## config.mk

```make
export PLATFORM = sky130hd
export DESIGN_NAME = mini_bit_out_port
export DESIGN_NICKNAME = d
export VERILOG_FILES = /design/src/rtl/mini_bit_out_port.sv
export SDC_FILE = /design/constraint.sdc
export NUM_CORES = 1
export LEC_CHECK = 0
export CAP_MARGIN = 25
export CORE_MARGIN = 2
export CORE_UTILIZATION = 41
export CTS_CLUSTER_SIZE = 14
export DETAILED_ROUTE_END_ITERATION = 6
export PLACE_DENSITY = 0.65
export SYNTH_ARGS = -nofsm -noshare
export SYNTH_HDL_FRONTEND = slang
export SYNTH_SLANG_ARGS = --single-unit
```

## constraint.sdc

```tcl
create_clock -name clk -period 2.28 [get_ports clk]
set_input_delay 0.456 -clock clk [delete_from_list [all_inputs] [get_ports clk]]
set_output_delay 0.456 -clock clk [all_outputs]
set_load 0.05 [all_outputs]
```

## src/rtl/mini_bit_out_port.sv

```systemverilog
// mini_bit OUT-strobe consumer: edge-detects tx, buffers bus bytes in a FWFT FIFO, drains over valid/ready.
// Optional dropped-byte counter is built only when OUT_PORT_DROP_CNT_EN is defined.
module mini_bit_out_port #(
  parameter int DEPTH = 4,
  parameter int CNT_W = 3
) (
  input  logic             clk,
  input  logic             clr_n,
  input  logic [7:0]       bus,
  input  logic             tx,
  output logic             rx,
  output logic [7:0]       out_data,
  output logic             out_valid,
  input  logic             out_ready,
  output logic [CNT_W-1:0] count,
  output logic             overflow,
  output logic [7:0]       drop_cnt
);

  localparam int PTR_W = $clog2(DEPTH);

  logic             tx_q;
  logic [PTR_W-1:0] wr_ptr_q, wr_ptr_d;
  logic [PTR_W-1:0] rd_ptr_q, rd_ptr_d;
  logic [CNT_W-1:0] count_q, count_d;
  logic             overflow_q, overflow_d;
  logic [7:0]       mem_q [DEPTH];

  logic push_s, pop_s, full_s, wr_en_s, drop_s, out_valid_s;

  assign out_valid_s = (count_q != {CNT_W{1'b0}});
  assign full_s      = (count_q == CNT_W'(DEPTH));
  assign push_s      = tx & ~tx_q;
  assign pop_s       = out_valid_s & out_ready;
  // When full, a simultaneous pop frees the slot the push lands in.
  assign wr_en_s     = push_s & (~full_s | pop_s);
  assign drop_s      = push_s & full_s & ~pop_s;

  // Next-state for pointers, occupancy and sticky overflow.
  always_comb begin
    wr_ptr_d   = wr_ptr_q;
    rd_ptr_d   = rd_ptr_q;
    count_d    = count_q;
    overflow_d = overflow_q;
    if (wr_en_s) begin
      wr_ptr_d = wr_ptr_q + PTR_W'(1);
    end else begin
      wr_ptr_d = wr_ptr_q;
    end
    if (pop_s) begin
      rd_ptr_d = rd_ptr_q + PTR_W'(1);
    end else begin
      rd_ptr_d = rd_ptr_q;
    end
    case ({wr_en_s, pop_s})
      2'b10:   count_d = count_q + CNT_W'(1);
      2'b01:   count_d = count_q - CNT_W'(1);
      default: count_d = count_q;
    endcase
    if (drop_s) begin
      overflow_d = 1'b1;
    end else begin
      overflow_d = overflow_q;
    end
  end

  // Control registers, cleared asynchronously by clr_n.
  always_ff @(posedge clk or negedge clr_n) begin
    if (!clr_n) begin
      tx_q       <= 1'b0;
      wr_ptr_q   <= {PTR_W{1'b0}};
      rd_ptr_q   <= {PTR_W{1'b0}};
      count_q    <= {CNT_W{1'b0}};
      overflow_q <= 1'b0;
    end else begin
      tx_q       <= tx;
      wr_ptr_q   <= wr_ptr_d;
      rd_ptr_q   <= rd_ptr_d;
      count_q    <= count_d;
      overflow_q <= overflow_d;
    end
  end

  // FIFO storage; contents survive reset, validity is tracked by count.
  always_ff @(posedge clk) begin
    if (wr_en_s) begin
      mem_q[wr_ptr_q] <= bus;
    end
  end

  assign out_valid = out_valid_s;
  assign out_data  = out_valid_s ? mem_q[rd_ptr_q] : 8'h00;
  assign rx        = ~full_s;
  assign count     = count_q;
  assign overflow  = overflow_q;

`ifdef OUT_PORT_DROP_CNT_EN
  logic [7:0] drop_cnt_q, drop_cnt_d;

  // Saturating dropped-byte counter.
  always_comb begin
    drop_cnt_d = drop_cnt_q;
    if (drop_s && (drop_cnt_q != 8'hFF)) begin
      drop_cnt_d = drop_cnt_q + 8'd1;
    end else begin
      drop_cnt_d = drop_cnt_q;
    end
  end

  // Drop counter register.
  always_ff @(posedge clk or negedge clr_n) begin
    if (!clr_n) begin
      drop_cnt_q <= 8'h00;
    end else begin
      drop_cnt_q <= drop_cnt_d;
    end
  end

  assign drop_cnt = drop_cnt_q;
`else
  assign drop_cnt = 8'h00;
`endif

endmodule

```

# After elaboration in Yosys (flattened, before gate mapping)
# Memory sizes are Yosys's and may differ from the RTL's.
# Cells that the tools add are included.
# W data, S select, Z words.
[totals]
reg_bits = 9
ramBits = 32
input_bits = 12
out_inout_bits = 22
word_cells = 28
mem_count = 1
[memory_table]
columns = ["name", "words", "word_bits", "rd", "rd_ports_with_merged_regs", "wr", "line_no", "rtl"]
rows = [
  ["mem_q", 4, 8, 1, 0, 1, "27", "logic [7:0] mem_q [DEPTH];"],
]
[op_classes]
add_sub_neg = 4
eq_ne = 3
muxes = 4
bitwise = 9
reduce_logical = 2
[ops]
columns = ["operator", "count"]
rows = [
  ["$mux W8", 1],
  ["$pmux W3 S2", 1],
  ["$and A1 B1 Y1", 5],
  ["$add A2 B1 Y2 const B", 2],
  ["$add A3 B1 Y3 const B", 1],
  ["$eq A3 B3 Y1 const B", 1],
  ["$not A1 Y1", 3],
  ["$reduce_bool A3 Y1", 1],
  ["$sub A3 B1 Y3 const B", 1],
  ["$eq A2 B1 Y1 const B", 1],
  ["$eq A2 B2 Y1 const B", 1],
  ["$mux W1", 2],
  ["$reduce_bool A2 Y1", 1],
  ["$or A1 B1 Y1", 1],
]

# Longest topological paths before layout
# Gate-level depths: netlist (run 1).
[depth]
ltp_word = 6
ltp_mapped = 9
ltp_nobuf = 9

# Least setup slack after synthesis (run 1)
# OpenSTA, ideal clock, no wires.
[synth_path]
path_kind = "reg-to-reg"
from = "reg count_q[2] (netlist: count[2])"
to = "reg count_q[2] (netlist: count[2])"
setup_ps = 82
t_arrival_ps = 2091
required_time_ps = 2198
path_slack_ps = 107
path_stages_with_launch = 10
path_buffers = 0
synth_period_minus_slack_ps = 2173
cell_sequence = "dfrtp_1 -> nor4b_2 -> nor3_2 -> inv_1 -> ha_1 -> inv_1 -> fa_1 -> xor2_1 -> nor2_1 -> xor2_1"
[synth_between]
elab_chain_cells = 6
word_cells_on_any_way = 12
classes_between = "2 x add/sub; 3 x eq/ne; 1 x mux; 4 x bitwise; 2 x reduce/logical"
[synth_rtl]
columns = ["element", "line_no", "rtl"]
rows = [
  ["from (decl)", "25", "logic [CNT_W-1:0] count_q, count_d;"],
  ["from (signal assigned)", "73", "count_q <= {CNT_W{1'b0}};"],
  ["from (signal assigned)", "79", "count_q <= count_d;"],
  ["$reduce_bool A3 Y1 or $eq A3 B3 Y1 (tied branches)", "31, 32", ""],
  ["$and A1 B1 Y1 or $not A1 Y1 (tied branches)", "34, 36", ""],
  ["$or A1 B1 Y1", "36", "assign wr_en_s = push_s & (~full_s | pop_s);"],
  ["$and A1 B1 Y1", "36", ""],
  ["$eq A2 B1 Y1 or $eq A2 B2 Y1 (tied branches)", "55", "case ({wr_en_s, pop_s})"],
  ["$pmux W3 S2 or $reduce_bool A2 Y1 (tied branches)", "-", ""],
]
# Several ways; a longest one is shown, not always the timed one.
# A chain may end at the register's enable or synchronous reset.

# Worst setup path after layout (run 1)
[layout_path]
from = "reg rd_ptr_q[0]"
to = "out out_data[3]"
[layout_between]
elab_chain_cells = 2
[layout_rtl]
columns = ["element", "line_no", "rtl"]
rows = [
  ["from (decl)", "24", "logic [PTR_W-1:0] rd_ptr_q, rd_ptr_d;"],
  ["from (signal assigned)", "72", "rd_ptr_q <= {PTR_W{1'b0}};"],
  ["from (signal assigned)", "78", "rd_ptr_q <= rd_ptr_d;"],
  ["$mem_v2 Z4 W8", "-", ""],
  ["$mux W8", "92", "assign out_data = out_valid_s ? mem_q[rd_ptr_q] : 8'h00;"],
  ["to (decl)", "12", "output logic [7:0] out_data,"],
]
# No other way between the ends.

==> results.txt, run 1 <==
Vias in the first global route - 973
Syn avg cell area - 17.38 sq um
Mapped Cells - 103
Maximum number of pins on one net before global-route repair - 13
CTS tree - done
Tmin final - 2.158 ns
GPL Wtd Cong - 0.7581
Root Driver - clkbuf_8
Initial DRT Pass Iterations - 4
Period utilization - 0.9465
IO Port Bufs - 25
Library cells used by synthesis - 22
RSZ-0062 raised after global routing - false
# DRC - 0
Slew @ Worst Pin - 0.5194 ns
Worst slew margin relative to its limit - 0.6526
Critical Path AT - 1.70 ns
DIE HEIGHT - 70.09 um
Die area - 4912 sq um
Reg clk slew, reported paths - 0.07 ns
CP endpoint kind - output pin
Clk Latency, worst-skew pair - 0.28 ns
Simple-Gate Fraction of Synth Area - 0.07477
Worst Path Required - 1.82 ns
Via count - 925
Complex-gate fraction of the synthesized area - 0.004892
Most common library cells after synthesis - 32 x edfxtp_1, 12 x and2_1, 9 x dfrtp_1
Worst Setup Path Type - register to output pin
Initial DRC Count - 50
DRT antenna net count - 0
Largest family of logic cells by synthesized area - multiplexers
Initial antenna violation count - 0
Post-synth ARST share - 0.2195
Max-slew violations - 0
Gr usage total - 0.1392
Cell area power density - 1384 nW/um^2
Tightest Hold Check Type - primary input to asynchronous set/reset pin
DP HPWL - 2.198 mm
Top FF cell, synth - edfxtp_1
Cell Area, Synth - 1790 sq um
Number of diodes - 0
First-pass GRT wire length - 4.988 mm
Ports - 34
Synth Area in XOR/XNOR - 0.02935
H-tree depth - 2
Starting Density - 0.4170
Vias per std cell - 4.744
Status - completed
Final Setup Violations - 0
CTS sink cnt - 41
Clock skew after layout - 0.003451 ns
Mux contribution to synthesized area - 0.1146
Area leader, netlist - edfxtp_1
Layout cells sized above 1 - 0.2657
Max Cap Violations - 0
Fin util - 0.5157
FMAX - 0.4634 GHz
Share of the synthesized area in the top cell type - 0.5367
Final WL - 3.044 mm
Post-synth EDFFs - 32
Adder-cell share of the synthesized area - 0.04612
NumNets Final - 160
Count leader, synth - edfxtp_1
Critical path launch point type - register
Overall die width - 70.09 um
Tot Pwr - 3.065 mW
Crit path max fanout - 7
Final Hold Fails - 0
Deepest clock path buffer count - 2
Leakage power - 0.8553 nW
Area grow syn2layout - 23.69%
Number of warnings issued by yosys - 0
Core Region - 4294 sq um
Synth Register Bits - 41
Sequential fraction of the synthesis area - 0.6625
Cell Rows - 24
Num CTS Buffers - 5
Grt total ovfl - 0
Peak VDD IR - 0.4213 mV
Area contributors post-synth - edfxtp_1 54%, dfrtp_1 13%, mux4_2 10%, and2_1 4.2%, ha_1 3.5%
Wire length per cell - 15.61 um
[cells in the final DEF (no fill, tap or decap), types with 3 or more instances in the layout]
cell type,count
ha_1,5
and2_1,12
xnor2_1,3
inv_1,8
conb_1,8
edfxtp_1,32
mux4_2,8
buf_4,19
clkdlybuf4s50_1,15
clkbuf_8,5
xor2_1,3
dfrtp_1,9
[state kept, by name, summed over array words and instances, names as in the netlist]
register	count
count	3
mem_q	32
overflow	1
rd_ptr_q	2
tx_q	1
wr_ptr_q	2
[cell type report]
cell class	instances	area (sq um)
Clock buffer	6	72.57
Tap cell	52	65.06
Inverter	8	30.03
Fill cell	357	2079
Multi-Input combinational cell	50	513.0
Clock inverter	2	33.78
Sequential cell	41	1186
Timing Repair Buffer	36	314.1
[critical path, cell delays in order, from the launching register on]
cell and delay [ns]:
dfrtp_1 0.35, buf_4 0.19, mux4_2 0.51, and2_1 0.17, buf_4 0.19
[per-stage QoR]
| step | cells | hold WS [ns] | instance area, sq um | worst slack, ns | setup TNS, ns |
|---|---|---|---|---|---|
| 2_1_floorplan | 110 | 0.1604 | 1817 | 0.1068 | 0 |
| 3_3_place_gp | 187 | 0.4577 | 2107 | -0.004221 | -0.004221 |
| 3_5_place_dp | 187 | 0.4564 | 2107 | -0.1200 | -0.1200 |
| 4_1_cts | 195 | 0.4671 | 2212 | 0.0002330 | 0 |
| 5_1_grt | 195 | 0.5039 | 2215 | 0.04372 | 0 |
| 6_report | 195 | 0.4613 | 2215 | 0.1219 | 0 |
[cell families (layout without fill, tap and decap cells)]
group,after synthesis,in the layout
AO/OA/AOI/OAI,1,1
XOR/XNOR,6,6
adder cells (fa/ha/maj),6,6
buffers and inverters,19,52
flip-flops,41,41
multiplexers,10,10
other,1,8
AND/OR/NAND/NOR,19,19
[timing repair]
action	4_1_cts	5_1_grt
endpoints found under the setup margin	1	1
gates cloned	0	0
hold buffers	0	0
setup buffers	0	0
gates resized for setup	1	1
[per-layer routing]
layer / share of wire / track usage / wire length (um) / vias to the layer above
met3: 0.059 / 0.05051 / 180 / 4
met4: 0.0092 / 0.04701 / 28 / 0
met1: 0.40 / 0.1565 / 1231 / 464
met5: 0 / 0 / 0 / -
met2: 0.53 / 0.2444 / 1603 / 26
li1: - / - / - / 431
[path summary, 6_finish.rpt]
path	start	to	slack [ns]	depth (start not counted)
worst max register to register	count[0]	count[2]	0.27	8
worst min-delay path	clr_n	rd_ptr_q[0]	0.46	1
max in group asynchronous	clr_n	count[0]	1.53	1
worst min register to register	overflow	overflow	0.47	2
min in group clk	overflow	overflow	0.47	2
worst max-delay path	rd_ptr_q[0]	out_data[3]	0.12	4
[power by group]
part | total (mW) | internal, mW | leakage [nW] | switching, mW
Sequential | 1.06 | 0.939 | 0.393 | 0.121
Combinational | 1.46 | 0.575 | 0.410 | 0.881
Clock | 0.550 | 0.323 | 0.0528 | 0.227
(Power assumes the default switching activity.)
==> run 2, diff against run 1 <==
- CTS_CLUSTER_SIZE: 14 -> unset
==> results of run 2 <==
Same layout as run 1: the final DEF is identical, and so are final timing and power.
